File: src/rtl/cache_ctrl_fsm_pkg.sv
`default_nettype none
// ============================================================================
// Module   : cache_pkg
// Purpose  : Shared types, geometry constants and address helpers for the
//            8-row, 4-way set-associative write-back cache controller.
// Revision : 1.0 - initial release
// ============================================================================
package cache_pkg;

  localparam int CACHE_NUM_ROW = 8;
  localparam int CACHE_NUM_SET = 4;
  localparam int ADDR_W        = 16;
  localparam int WORD_W        = 16;
  localparam int BLOCK_W       = 32;
  localparam int TAG_W         = 11;
  localparam int IDX_W         = 3;
  localparam int OFF_W         = 2;
  localparam int WAY_W         = 2;

  typedef enum logic {
    READ  = 1'b0,
    WRITE = 1'b1
  } INSTR_TYPE;

  typedef enum logic [2:0] {
    IDLE     = 3'd0,
    LOOKUP   = 3'd1,
    WB_REQ   = 3'd2,
    WB_DRAIN = 3'd3,
    FILL_REQ = 3'd4,
    RESPOND  = 3'd5
  } ctrl_state_t;

  function automatic logic [TAG_W-1:0] tag_of(input logic [ADDR_W-1:0] addr);
    return addr[ADDR_W-1 -: TAG_W];
  endfunction

  function automatic logic [IDX_W-1:0] idx_of(input logic [ADDR_W-1:0] addr);
    return addr[OFF_W +: IDX_W];
  endfunction

  // Block-aligned memory address for a given tag and row
  function automatic logic [ADDR_W-1:0] blk_addr(input logic [TAG_W-1:0] tag,
                                                 input logic [IDX_W-1:0] idx);
    return {tag, idx, {OFF_W{1'b0}}};
  endfunction

  // Select the upper or lower halfword of a block
  function automatic logic [WORD_W-1:0] half_of(input logic [BLOCK_W-1:0] blk,
                                                input logic hi);
    return hi ? blk[BLOCK_W-1:WORD_W] : blk[WORD_W-1:0];
  endfunction

endpackage
`default_nettype wire

File: src/rtl/cache_ctrl_fsm_lru.sv
`default_nettype none
// ============================================================================
// Module   : cache_lru
// Purpose  : Per-row age vectors (2 bits per way) for true-LRU replacement.
//            Age 0 is most recent, age 3 is the replacement candidate.
// Revision : 1.0 - initial release
// ============================================================================
module cache_lru
  import cache_pkg::*;
(
  input  logic             clk,
  input  logic             rst_n,
  input  logic [IDX_W-1:0] rd_idx_i,
  input  logic             upd_en_i,
  input  logic [IDX_W-1:0] upd_idx_i,
  input  logic [WAY_W-1:0] upd_way_i,
  output logic [WAY_W-1:0] victim_way_o
);

  logic [WAY_W-1:0] age_q [CACHE_NUM_ROW][CACHE_NUM_SET];
  logic [WAY_W-1:0] old_age;

  assign old_age = age_q[upd_idx_i][upd_way_i];

  // Touch a way: it becomes youngest, ways younger than it age by one
  always_ff @(posedge clk or negedge rst_n) begin
    if (!rst_n) begin
      for (int r = 0; r < CACHE_NUM_ROW; r++) begin
        for (int w = 0; w < CACHE_NUM_SET; w++) begin
          age_q[r][w] <= WAY_W'(w);
        end
      end
    end else if (upd_en_i) begin
      for (int w = 0; w < CACHE_NUM_SET; w++) begin
        if (WAY_W'(w) == upd_way_i) begin
          age_q[upd_idx_i][w] <= '0;
        end else if (age_q[upd_idx_i][w] < old_age) begin
          age_q[upd_idx_i][w] <= age_q[upd_idx_i][w] + WAY_W'(1);
        end
      end
    end
  end

  // Oldest way of the looked-up row
  always_comb begin
    victim_way_o = '0;
    for (int w = 0; w < CACHE_NUM_SET; w++) begin
      if (age_q[rd_idx_i][w] == '1) begin
        victim_way_o = WAY_W'(w);
      end
    end
  end

endmodule
`default_nettype wire

File: src/rtl/cache_ctrl_fsm.sv
`default_nettype none
// ============================================================================
// Module   : cache_ctrl_fsm
// Purpose  : Write-back, write-allocate cache controller. Handles one CPU
//            halfword request at a time: hit, dirty-victim writeback and
//            block refill over the RAM load/store handshake.
// Revision : 1.0 - initial release
// ============================================================================
module cache_ctrl_fsm
  import cache_pkg::*;
(
  input  logic                clk,
  input  logic                rst_n,
  input  logic                cpu_req,
  input  INSTR_TYPE           cpu_instr_type,
  input  logic [ADDR_W-1:0]   cpu_addr,
  input  logic [WORD_W-1:0]   cpu_wdata,
  output logic [WORD_W-1:0]   cpu_rdata,
  output logic                cpu_ready,
  output logic                cpu_err,
  output logic [ADDR_W-1:0]   address_to_mem,
  output logic [BLOCK_W-1:0]  data_to_mem,
  output logic                mem_store_req,
  input  logic                mem_store_completed,
  output logic                mem_load_req,
  input  logic                mem_load_req_rdy,
  input  logic [BLOCK_W-1:0]  data_f_mem
);

  // Request context; bit 0 of the address is only needed for the alignment check
  ctrl_state_t          state_q;
  logic [ADDR_W-1:1]    addr_q;
  INSTR_TYPE            type_q;
  logic [WORD_W-1:0]    wdata_q;
  logic [WAY_W-1:0]     way_q;
  logic                 fill_first_q;

  // Cache arrays
  logic [CACHE_NUM_SET-1:0] valid_q [CACHE_NUM_ROW];
  logic [CACHE_NUM_SET-1:0] dirty_q [CACHE_NUM_ROW];
  logic [TAG_W-1:0]         tag_q   [CACHE_NUM_ROW][CACHE_NUM_SET];
  logic [BLOCK_W-1:0]       data_q  [CACHE_NUM_ROW][CACHE_NUM_SET];

  // Registered outputs
  logic [WORD_W-1:0]    cpu_rdata_q;
  logic                 cpu_ready_q;
  logic                 cpu_err_q;
  logic [ADDR_W-1:0]    addr_mem_q;
  logic [BLOCK_W-1:0]   data_mem_q;
  logic                 store_req_q;
  logic                 load_req_q;

  logic [ADDR_W-1:0]    addr_full;
  logic [TAG_W-1:0]     req_tag;
  logic [IDX_W-1:0]     req_idx;
  logic                 req_hi;
  logic                 hit;
  logic [WAY_W-1:0]     hit_way;
  logic                 any_inv;
  logic [WAY_W-1:0]     inv_way;
  logic [WAY_W-1:0]     lru_victim;
  logic [WAY_W-1:0]     victim_way;
  logic                 victim_dirty;
  logic                 fill_take;
  logic                 merge_we;
  logic                 lru_upd;

  assign addr_full = {addr_q, 1'b0};
  assign req_tag   = tag_of(addr_full);
  assign req_idx   = idx_of(addr_full);
  assign req_hi    = addr_q[1];

  // Refill data is accepted only from a rdy seen after the first request cycle
  assign fill_take = (state_q == FILL_REQ) && !fill_first_q && mem_load_req_rdy;
  assign merge_we  = (state_q == RESPOND) && !cpu_err_q && (type_q == WRITE);
  assign lru_upd   = (state_q == RESPOND) && !cpu_err_q;

  cache_lru u_lru (
    .clk          (clk),
    .rst_n        (rst_n),
    .rd_idx_i     (req_idx),
    .upd_en_i     (lru_upd),
    .upd_idx_i    (req_idx),
    .upd_way_i    (way_q),
    .victim_way_o (lru_victim)
  );

  // Tag compare and victim choice: lowest invalid way first, else the LRU way
  always_comb begin
    hit     = 1'b0;
    hit_way = '0;
    any_inv = 1'b0;
    inv_way = '0;
    for (int w = CACHE_NUM_SET - 1; w >= 0; w--) begin
      if (valid_q[req_idx][w] && (tag_q[req_idx][w] == req_tag)) begin
        hit     = 1'b1;
        hit_way = WAY_W'(w);
      end
      if (!valid_q[req_idx][w]) begin
        any_inv = 1'b1;
        inv_way = WAY_W'(w);
      end
    end
    victim_way   = any_inv ? inv_way : lru_victim;
    victim_dirty = valid_q[req_idx][victim_way] && dirty_q[req_idx][victim_way];
  end

  // Tag and data storage have no reset; valid bits guard their contents
  always_ff @(posedge clk) begin
    if (fill_take) begin
      tag_q[req_idx][way_q]  <= req_tag;
      data_q[req_idx][way_q] <= data_f_mem;
    end else if (merge_we) begin
      if (req_hi) begin
        data_q[req_idx][way_q][BLOCK_W-1:WORD_W] <= wdata_q;
      end else begin
        data_q[req_idx][way_q][WORD_W-1:0] <= wdata_q;
      end
    end
  end

  // Controller state machine with registered outputs and valid/dirty tracking
  always_ff @(posedge clk or negedge rst_n) begin
    if (!rst_n) begin
      state_q      <= IDLE;
      addr_q       <= '0;
      type_q       <= READ;
      wdata_q      <= '0;
      way_q        <= '0;
      fill_first_q <= 1'b0;
      cpu_rdata_q  <= '0;
      cpu_ready_q  <= 1'b0;
      cpu_err_q    <= 1'b0;
      addr_mem_q   <= '0;
      data_mem_q   <= '0;
      store_req_q  <= 1'b0;
      load_req_q   <= 1'b0;
      for (int r = 0; r < CACHE_NUM_ROW; r++) begin
        valid_q[r] <= '0;
        dirty_q[r] <= '0;
      end
    end else begin
      case (state_q)
        IDLE: begin
          if (cpu_req) begin
            addr_q  <= cpu_addr[ADDR_W-1:1];
            type_q  <= cpu_instr_type;
            wdata_q <= cpu_wdata;
            if (cpu_addr[0]) begin
              cpu_ready_q <= 1'b1;
              cpu_err_q   <= 1'b1;
              state_q     <= RESPOND;
            end else begin
              state_q <= LOOKUP;
            end
          end
        end

        LOOKUP: begin
          if (hit) begin
            way_q       <= hit_way;
            cpu_ready_q <= 1'b1;
            if (type_q == READ) begin
              cpu_rdata_q <= half_of(data_q[req_idx][hit_way], req_hi);
            end
            state_q <= RESPOND;
          end else begin
            way_q <= victim_way;
            if (victim_dirty) begin
              store_req_q <= 1'b1;
              addr_mem_q  <= blk_addr(tag_q[req_idx][victim_way], req_idx);
              data_mem_q  <= data_q[req_idx][victim_way];
              state_q     <= WB_REQ;
            end else begin
              load_req_q   <= 1'b1;
              addr_mem_q   <= blk_addr(req_tag, req_idx);
              fill_first_q <= 1'b1;
              state_q      <= FILL_REQ;
            end
          end
        end

        WB_REQ: begin
          if (mem_store_completed) begin
            store_req_q <= 1'b0;
            state_q     <= WB_DRAIN;
          end
        end

        // The load may only start once the RAM has lowered its completion flag
        WB_DRAIN: begin
          if (!mem_store_completed) begin
            load_req_q   <= 1'b1;
            addr_mem_q   <= blk_addr(req_tag, req_idx);
            fill_first_q <= 1'b1;
            state_q      <= FILL_REQ;
          end
        end

        FILL_REQ: begin
          fill_first_q <= 1'b0;
          if (fill_take) begin
            valid_q[req_idx][way_q] <= 1'b1;
            dirty_q[req_idx][way_q] <= 1'b0;
            load_req_q              <= 1'b0;
            cpu_ready_q             <= 1'b1;
            if (type_q == READ) begin
              cpu_rdata_q <= half_of(data_f_mem, req_hi);
            end
            state_q <= RESPOND;
          end
        end

        RESPOND: begin
          cpu_ready_q <= 1'b0;
          cpu_err_q   <= 1'b0;
          if (!cpu_err_q && (type_q == WRITE)) begin
            dirty_q[req_idx][way_q] <= 1'b1;
          end
          state_q <= IDLE;
        end

        default: begin
          state_q <= IDLE;
        end
      endcase
    end
  end

  assign cpu_rdata      = cpu_rdata_q;
  assign cpu_ready      = cpu_ready_q;
  assign cpu_err        = cpu_err_q;
  assign address_to_mem = addr_mem_q;
  assign data_to_mem    = data_mem_q;
  assign mem_store_req  = store_req_q;
  assign mem_load_req   = load_req_q;

endmodule
`default_nettype wire

File: config.mk
export PLATFORM = sky130hd
export DESIGN_NAME = cache_ctrl_fsm
export DESIGN_NICKNAME = d
export VERILOG_FILES = /design/src/rtl/cache_ctrl_fsm_pkg.sv /design/src/rtl/cache_ctrl_fsm_lru.sv /design/src/rtl/cache_ctrl_fsm.sv
export SDC_FILE = /design/constraint.sdc
export NUM_CORES = 2
export LEC_CHECK = 0
export CAP_MARGIN = 20
export CORE_MARGIN = 2
export CORE_UTILIZATION = 46
export CTS_CLUSTER_DIAMETER = 60
export DETAILED_ROUTE_END_ITERATION = 6
export SLEW_MARGIN = 20
export SYNTH_ARGS = -nofsm -noshare
export SYNTH_HDL_FRONTEND = slang
export SYNTH_HIERARCHICAL = 1
export SYNTH_SLANG_ARGS = --single-unit
export TNS_END_PERCENT = 20
File: constraint.sdc
create_clock -name clk -period 4 [get_ports clk]
set_clock_uncertainty 0.15 [all_clocks]
set_input_delay 1.2 -clock clk [delete_from_list [all_inputs] [get_ports clk]]
set_output_delay 1.2 -clock clk [all_outputs]
set_load 0.03 [all_outputs]
Yosys cells after proc, flatten, opt, wreduce, memory -nomap -nowiden. Memories as Yosys holds them, arrays and structs flattened. Cells that the tools add are included.

Flip-flop bits (word level): 234. Bits in latches: 0. RAM bits: 1376. Bits in read-only memories: 0. Output and inout port bits: 68. Memories: 2.

Add/sub/neg operators: 4. Multipliers: 0. Divide/modulo/power cells: 0. Magnitude comparators: 13. Eq/ne operators: 27. Shifts and indexed selects: 0. Mux-type cells: 386. Bitwise operators: 273. Reduce and logical (&&, ||, !) cells: 36.

Memories: data_q (depth 8, width 128, read ports 1, clocked after Yosys merged registers in 0, write ports 1, line cache_ctrl_fsm.sv:42) `logic [BLOCK_W-1:0] data_q [CACHE_NUM_ROW][CACHE_NUM_SET];`; tag_q (depth 8, width 44, read ports 1, clocked after Yosys merged registers in 0, write ports 1, line cache_ctrl_fsm.sv:41) `logic [TAG_W-1:0] tag_q [CACHE_NUM_ROW][CACHE_NUM_SET];`.

Operator list (count): $mux W64 (11); $mux W128 (3); $mux W1 (286); $and A64 B64 Y64 (4); $bwmux W64 (4); $mux W32 (8); $not A64 Y64 (4); $or A1 B1 Y1 (256); $demux W32 S2 (3); $mux W16 (10); $bmux W32 S2 (2); $demux W8 S3 (4); $or A32 B32 Y32 (2); $pmux W16 S2 (2); $pmux W32 S2 (1); $eq A11 B11 Y1 (4); $mux W44 (1); $mux W11 (3); $and A32 B32 Y32 (1); $not A32 Y32 (1); $mux W2 (15); $bmux W4 S3 (2); $bmux W8 S3 (1); $mux W4 (6); other kinds (43) (105).

Logic depth before layout (Yosys ltp).
Depth in word-level cells: 22. Depth in mapped cells: 19. Mapped depth without buffers: 13.

Modules after synthesis. Netlist, hierarchy kept.

Modules (own cells, without submodules): cache_ctrl_fsm (instances 1, cells an instance 3902, area an instance 62219.7 µm²); cache_lru (instances 1, cells an instance 381, area an instance 3841.2 µm²).

Worst setup path before layout. No wires, ideal clock.

Path kind: reg-to-reg. Start point: register addr_q[2] (netlist name). End point: register cpu_rdata_q[14], in the netlist cpu_rdata[14]. Arrival time: 3710 ps. Setup slack: 45 ps. Stages on the path, launching flop included: 16. Path buffers: 5. Cell sequence: dfrtp_1 buf_2 buf_4 buf_2 mux2_2 a211oi_1 xor2_1 nand4_1 or4_4 a21boi_2 buf_6 buf_8 mux2i_1 nand2_1 o211a_1 o31ai_1.

Longest elaborated chain between the ends: 17.

Ends and longest elaborated chain: from (decl) (line cache_ctrl_fsm.sv:32) `logic [ADDR_W-1:1] addr_q;`; from (signal assigned) (line cache_ctrl_fsm.sv:146) `addr_q <= cpu_addr[ADDR_W-1:1];`; parallel branches: the longest is 17 deep, another holds $mem_v2 Z8 W44; to (signal assigned) (line cache_ctrl_fsm.sv:164) `cpu_rdata_q <= half_of(data_q[req_idx][hit_way], req_hi);`; to (signal assigned) (line cache_ctrl_fsm.sv:208) `cpu_rdata_q <= half_of(data_f_mem, req_hi);`; to (decl) (line cache_ctrl_fsm.sv:45) `logic [WORD_W-1:0] cpu_rdata_q;`.

Several ways; the timed one is not identified. The select of a mux whose other input is x is not followed. A chain may end at the register's enable or synchronous reset.

Worst setup path in the final report.
Start point: register addr_q[2] (netlist name). End point: register cpu_rdata_q[5], in the netlist cpu_rdata[5].

The elaborated chain is that of the path after synthesis.

==> impl_metrics.env <==
export IMPL_outcome="complete, but fails checks"
export IMPL_violations="design-rule violations, negative setup slack"
export IMPL_io_buffers=135
export IMPL_row_count=139
export IMPL_drc=3
export IMPL_grt_max_degree=105
export IMPL_slew_headroom_pct=18.7
export IMPL_period_needed_ns=4.06
export IMPL_reg2reg_slack_ns=-0.06
export IMPL_cts_max_path_buffers=3
export IMPL_vias=43300
export IMPL_finish_instance_area_sq_um=79600
export IMPL_synth_area_mux_share_pct=8.90
export IMPL_cts_buffers=167
export IMPL_layout_drive_gt1_share_pct=24.3
export IMPL_tightest_slew_ns=1.22
export IMPL_n_fill_cell=11200
export IMPL_dp_hpwl_mm=144
export IMPL_ys_seq_area_share_pct=71.4
export IMPL_synth_top_family_by_area="compound AO/OA/AOI/OAI gates"
export IMPL_cp_arrival_ns=4.61
export IMPL_multi_input_area_sq_um=17900
export IMPL_finalSetupViolCount=7
export IMPL_rsz0062_at_grt="true"
export IMPL_async_flop_share_pct=14.4
export IMPL_final_cell_mix="edfxtp_1 (1376), buf_4 (393), a22oi_1 (333)"
export IMPL_ys_types=86
export IMPL_synthSimpleGateAreaFrac_pct=5.56
export IMPL_syn_area_sq_um=66100
export IMPL_hp_class="in -> async"
export IMPL_die_width_microns=383
export IMPL_start_util_pct=46.2
export IMPL_worst_path_largest_cell_delay_ns=0.53
export IMPL_synth_compound_area_share_pct=11.3
export IMPL_core_sq_um=143000
export IMPL_use_met2_pct=45.3
export IMPL_worstReg2RegStart="addr_q[2]"
export IMPL_slowest_stage="or4_4"
export IMPL_num_io_pins=138
export IMPL_postCtsHoldBufs=0
export IMPL_critPathLaunch="addr_q[2]"
export IMPL_top_usage_layer="met2"
export IMPL_utilization_pct=55.6
export IMPL_ys_warnings_count=6
export IMPL_place_congestion=0.938
export IMPL_crit_type="reg -> reg"
export IMPL_grt_pass1_vias=41100
export IMPL_path_max_fanout=16
export IMPL_power_total_mw=61.5
export IMPL_use_met1_pct=42.0
export IMPL_setup_ws_ns=-0.0613
export IMPL_grt_total_usage_pct=29.9
export IMPL_worstPathRequired_ns=4.55
export IMPL_syn_area_per_cell_sq_um=15.4
export IMPL_synth_xor_area_share_pct=0.583
export IMPL_die_h_microns=383
export IMPL_crit_path_end="cpu_rdata[5]"
export IMPL_synth_top_area_share_pct=62.5
export IMPL_drtIter0Drc=5649
export IMPL_cts_tree="yes"
export IMPL_nNetsFinal=4896
export IMPL_synth_edff_count=1376
export IMPL_fin_crit_sh_pct=102
export IMPL_via_per_inst=6.29
export IMPL_insertion_delay_ns=0.82
export IMPL_ys_ff_latch=1608
export IMPL_placed_cells=6549
export IMPL_rr_worst_depth=17
export IMPL_place_area_sq_um=73900
export IMPL_syn2layout_area_growth_pct=20.5
export IMPL_cts_root_buf="clkbuf_16"
export IMPL_antenna_left=0
export IMPL_end_kind="flip-flop"
export IMPL_synth_top_cell_by_area="edfxtp_1"
export IMPL_crit_top_cell="buf_12"
export IMPL_syn_inst=4283
export IMPL_timing_critical_path_cells="buf_12 > buf_12 > and2_1 > buf_4 > a22oi_1 > and3_1 > xnor2_1 > nand4_1 > or4_4 > a21boi_4 > buf_12 > buf_12 > buf_4 > mux2i_1 > mux2i_1 > nor2_1 > o31ai_2"
export IMPL_hold_viol=0
export IMPL_cts_max_level=4
export IMPL_synthFlopType="edfxtp_1"
export IMPL_drv_cap=0
export IMPL_wl_per_cell_microns=32.1
export IMPL_r2r_end="cpu_rdata[5]"
export IMPL_dr_pass1_iters=7
export IMPL_clk_pin_slew_ns=0.06
export IMPL_synthAdderAreaFrac_pct=0.0758
export IMPL_drt_total_wl_mm=221
export IMPL_startpoint_type="flip-flop"
export IMPL_design_die_area_sq_um=147000
export IMPL_grt_pass1_wl_mm=311
export IMPL_overflow=0
export IMPL_leakagePower_nw=27.4
export IMPL_vdd_drop_max_uv=544
export IMPL_seq_area_sq_um=47200
export IMPL_slew_viol_final=0
export IMPL_powerDensity_nw_per_um2=772
export IMPL_antenna_found_initial=15
export IMPL_fmax_ghz=0.246
export IMPL_final_common_cell="edfxtp_1"
export IMPL_clkSinkCount=1608
export IMPL_synthTopCellsByArea="edfxtp_1 (63%), dfrtp_1 (7.6%), a22oi_1 (3.8%)"
export IMPL_grtUsageMet3_pct=6.64
export IMPL_final_cells=6876
cell families after synthesis:
logic type,Yosys count
other,1
multiplexers,481
adder cells (fa/ha/maj),4
buffers and inverters,311
flip-flops,1608
AND/OR/NAND/NOR,782
AO/OA/AOI/OAI,1052
XOR/XNOR,44
Yosys cell counts, types with 50 or more instances:
cell type,n
edfxtp_1,1376
a22oi_1,336
nor2_1,312
mux2_2,205
mux2i_1,204
dfrtp_1,200
clkbuf_1,188
nand2_1,182
a21oi_1,152
o21ai_0,135
a221oi_1,88
mux4_2,63
a22o_1,53
nand4_1,51
o2bb2ai_1,50
worst min-delay path by stage:
| stage | from | end | slack [ns] | depth (start not counted) |
|---|---|---|---|---|
| 6_report | rst_n | valid_q[28] | 0.20 | 1 |
| 5_1_grt | rst_n | valid_q[28] | 0.23 | 1 |
| 4_1_cts | rst_n | valid_q[28] | 0.19 | 1 |
| 3_5_place_dp | valid_q[12] | valid_q[12] | 0.30 | 1 |
| 3_3_place_gp | valid_q[20] | valid_q[20] | 0.30 | 1 |
| 2_1_floorplan | valid_q[10] | valid_q[10] | 0.28 | 1 |
registers in the layout (all words and copies together), names as in the netlist, named ones only:
signal          cells
addr_q             15
cpu_err             1
mem_load_req        1
u_lru/age_q        64
fill_first_q        1
cpu_ready           1
mem_store_req       1
state_q             3
wdata_q            16
type_q              1
data_to_mem        32
address_to_mem     14
data_q           1024
valid_q            32
way_q               2
tag_q             352
cpu_rdata          16
layer usage:
metal,vias up,part of all wire (%)
met5,-,0.016
met4,6,4.1
met3,426,11
met2,2470,45
met1,22200,40
li1,18100,-
area by class of cell:
class | instances | area share (%)
inverters | 26 | 0.123
multi-input cells | 2365 | 22.4
clock buffers | 240 | 5.86
flip-flops and latches | 1608 | 59.2
well taps | 1903 | 2.99
diodes | 11 | 0.0346
clock inverters | 69 | 0.888
repair buffers | 654 | 8.44
worst max-delay path, delay by kind of cell (launching register included):
kind / cells / cell delay, ns
and+or+nand+nor: 5 / 1.43
buffers and inverters: 6 / 0.90
DFF: 1 / 0.51
AOI/OAI and AO/OA: 3 / 0.42
muxes: 2 / 0.34
xor gates and xnor gates: 1 / 0.17
repair_timing:
action,4_1_cts,5_1_grt
buffers inserted,5,2
resized for setup,18,38
cloned,0,0
endpoints found under the setup margin,59,118
pin swaps,3,2
hold endpoints to repair,0,0
where the power goes:
group	total, mW	switching (mW)	internal [mW]
registers	21.6	1.70	19.9
clock network	15.3	6.59	8.68
logic	24.5	15.4	9.16
total	61.5	23.7	37.8
stage by stage:
stage          setup TNS [ns]  hold slack [ns]  worst slack, ns
4_1_cts                -0.175            0.195          -0.0390
3_5_place_dp            -4.77            0.300           -0.254
5_1_grt                 -2.97            0.232           -0.188
3_3_place_gp            -3.99            0.296           -0.251
6_report               -0.126            0.203          -0.0613
2_1_floorplan               0            0.283           0.0447
Power figures use the tool's default switching activity.
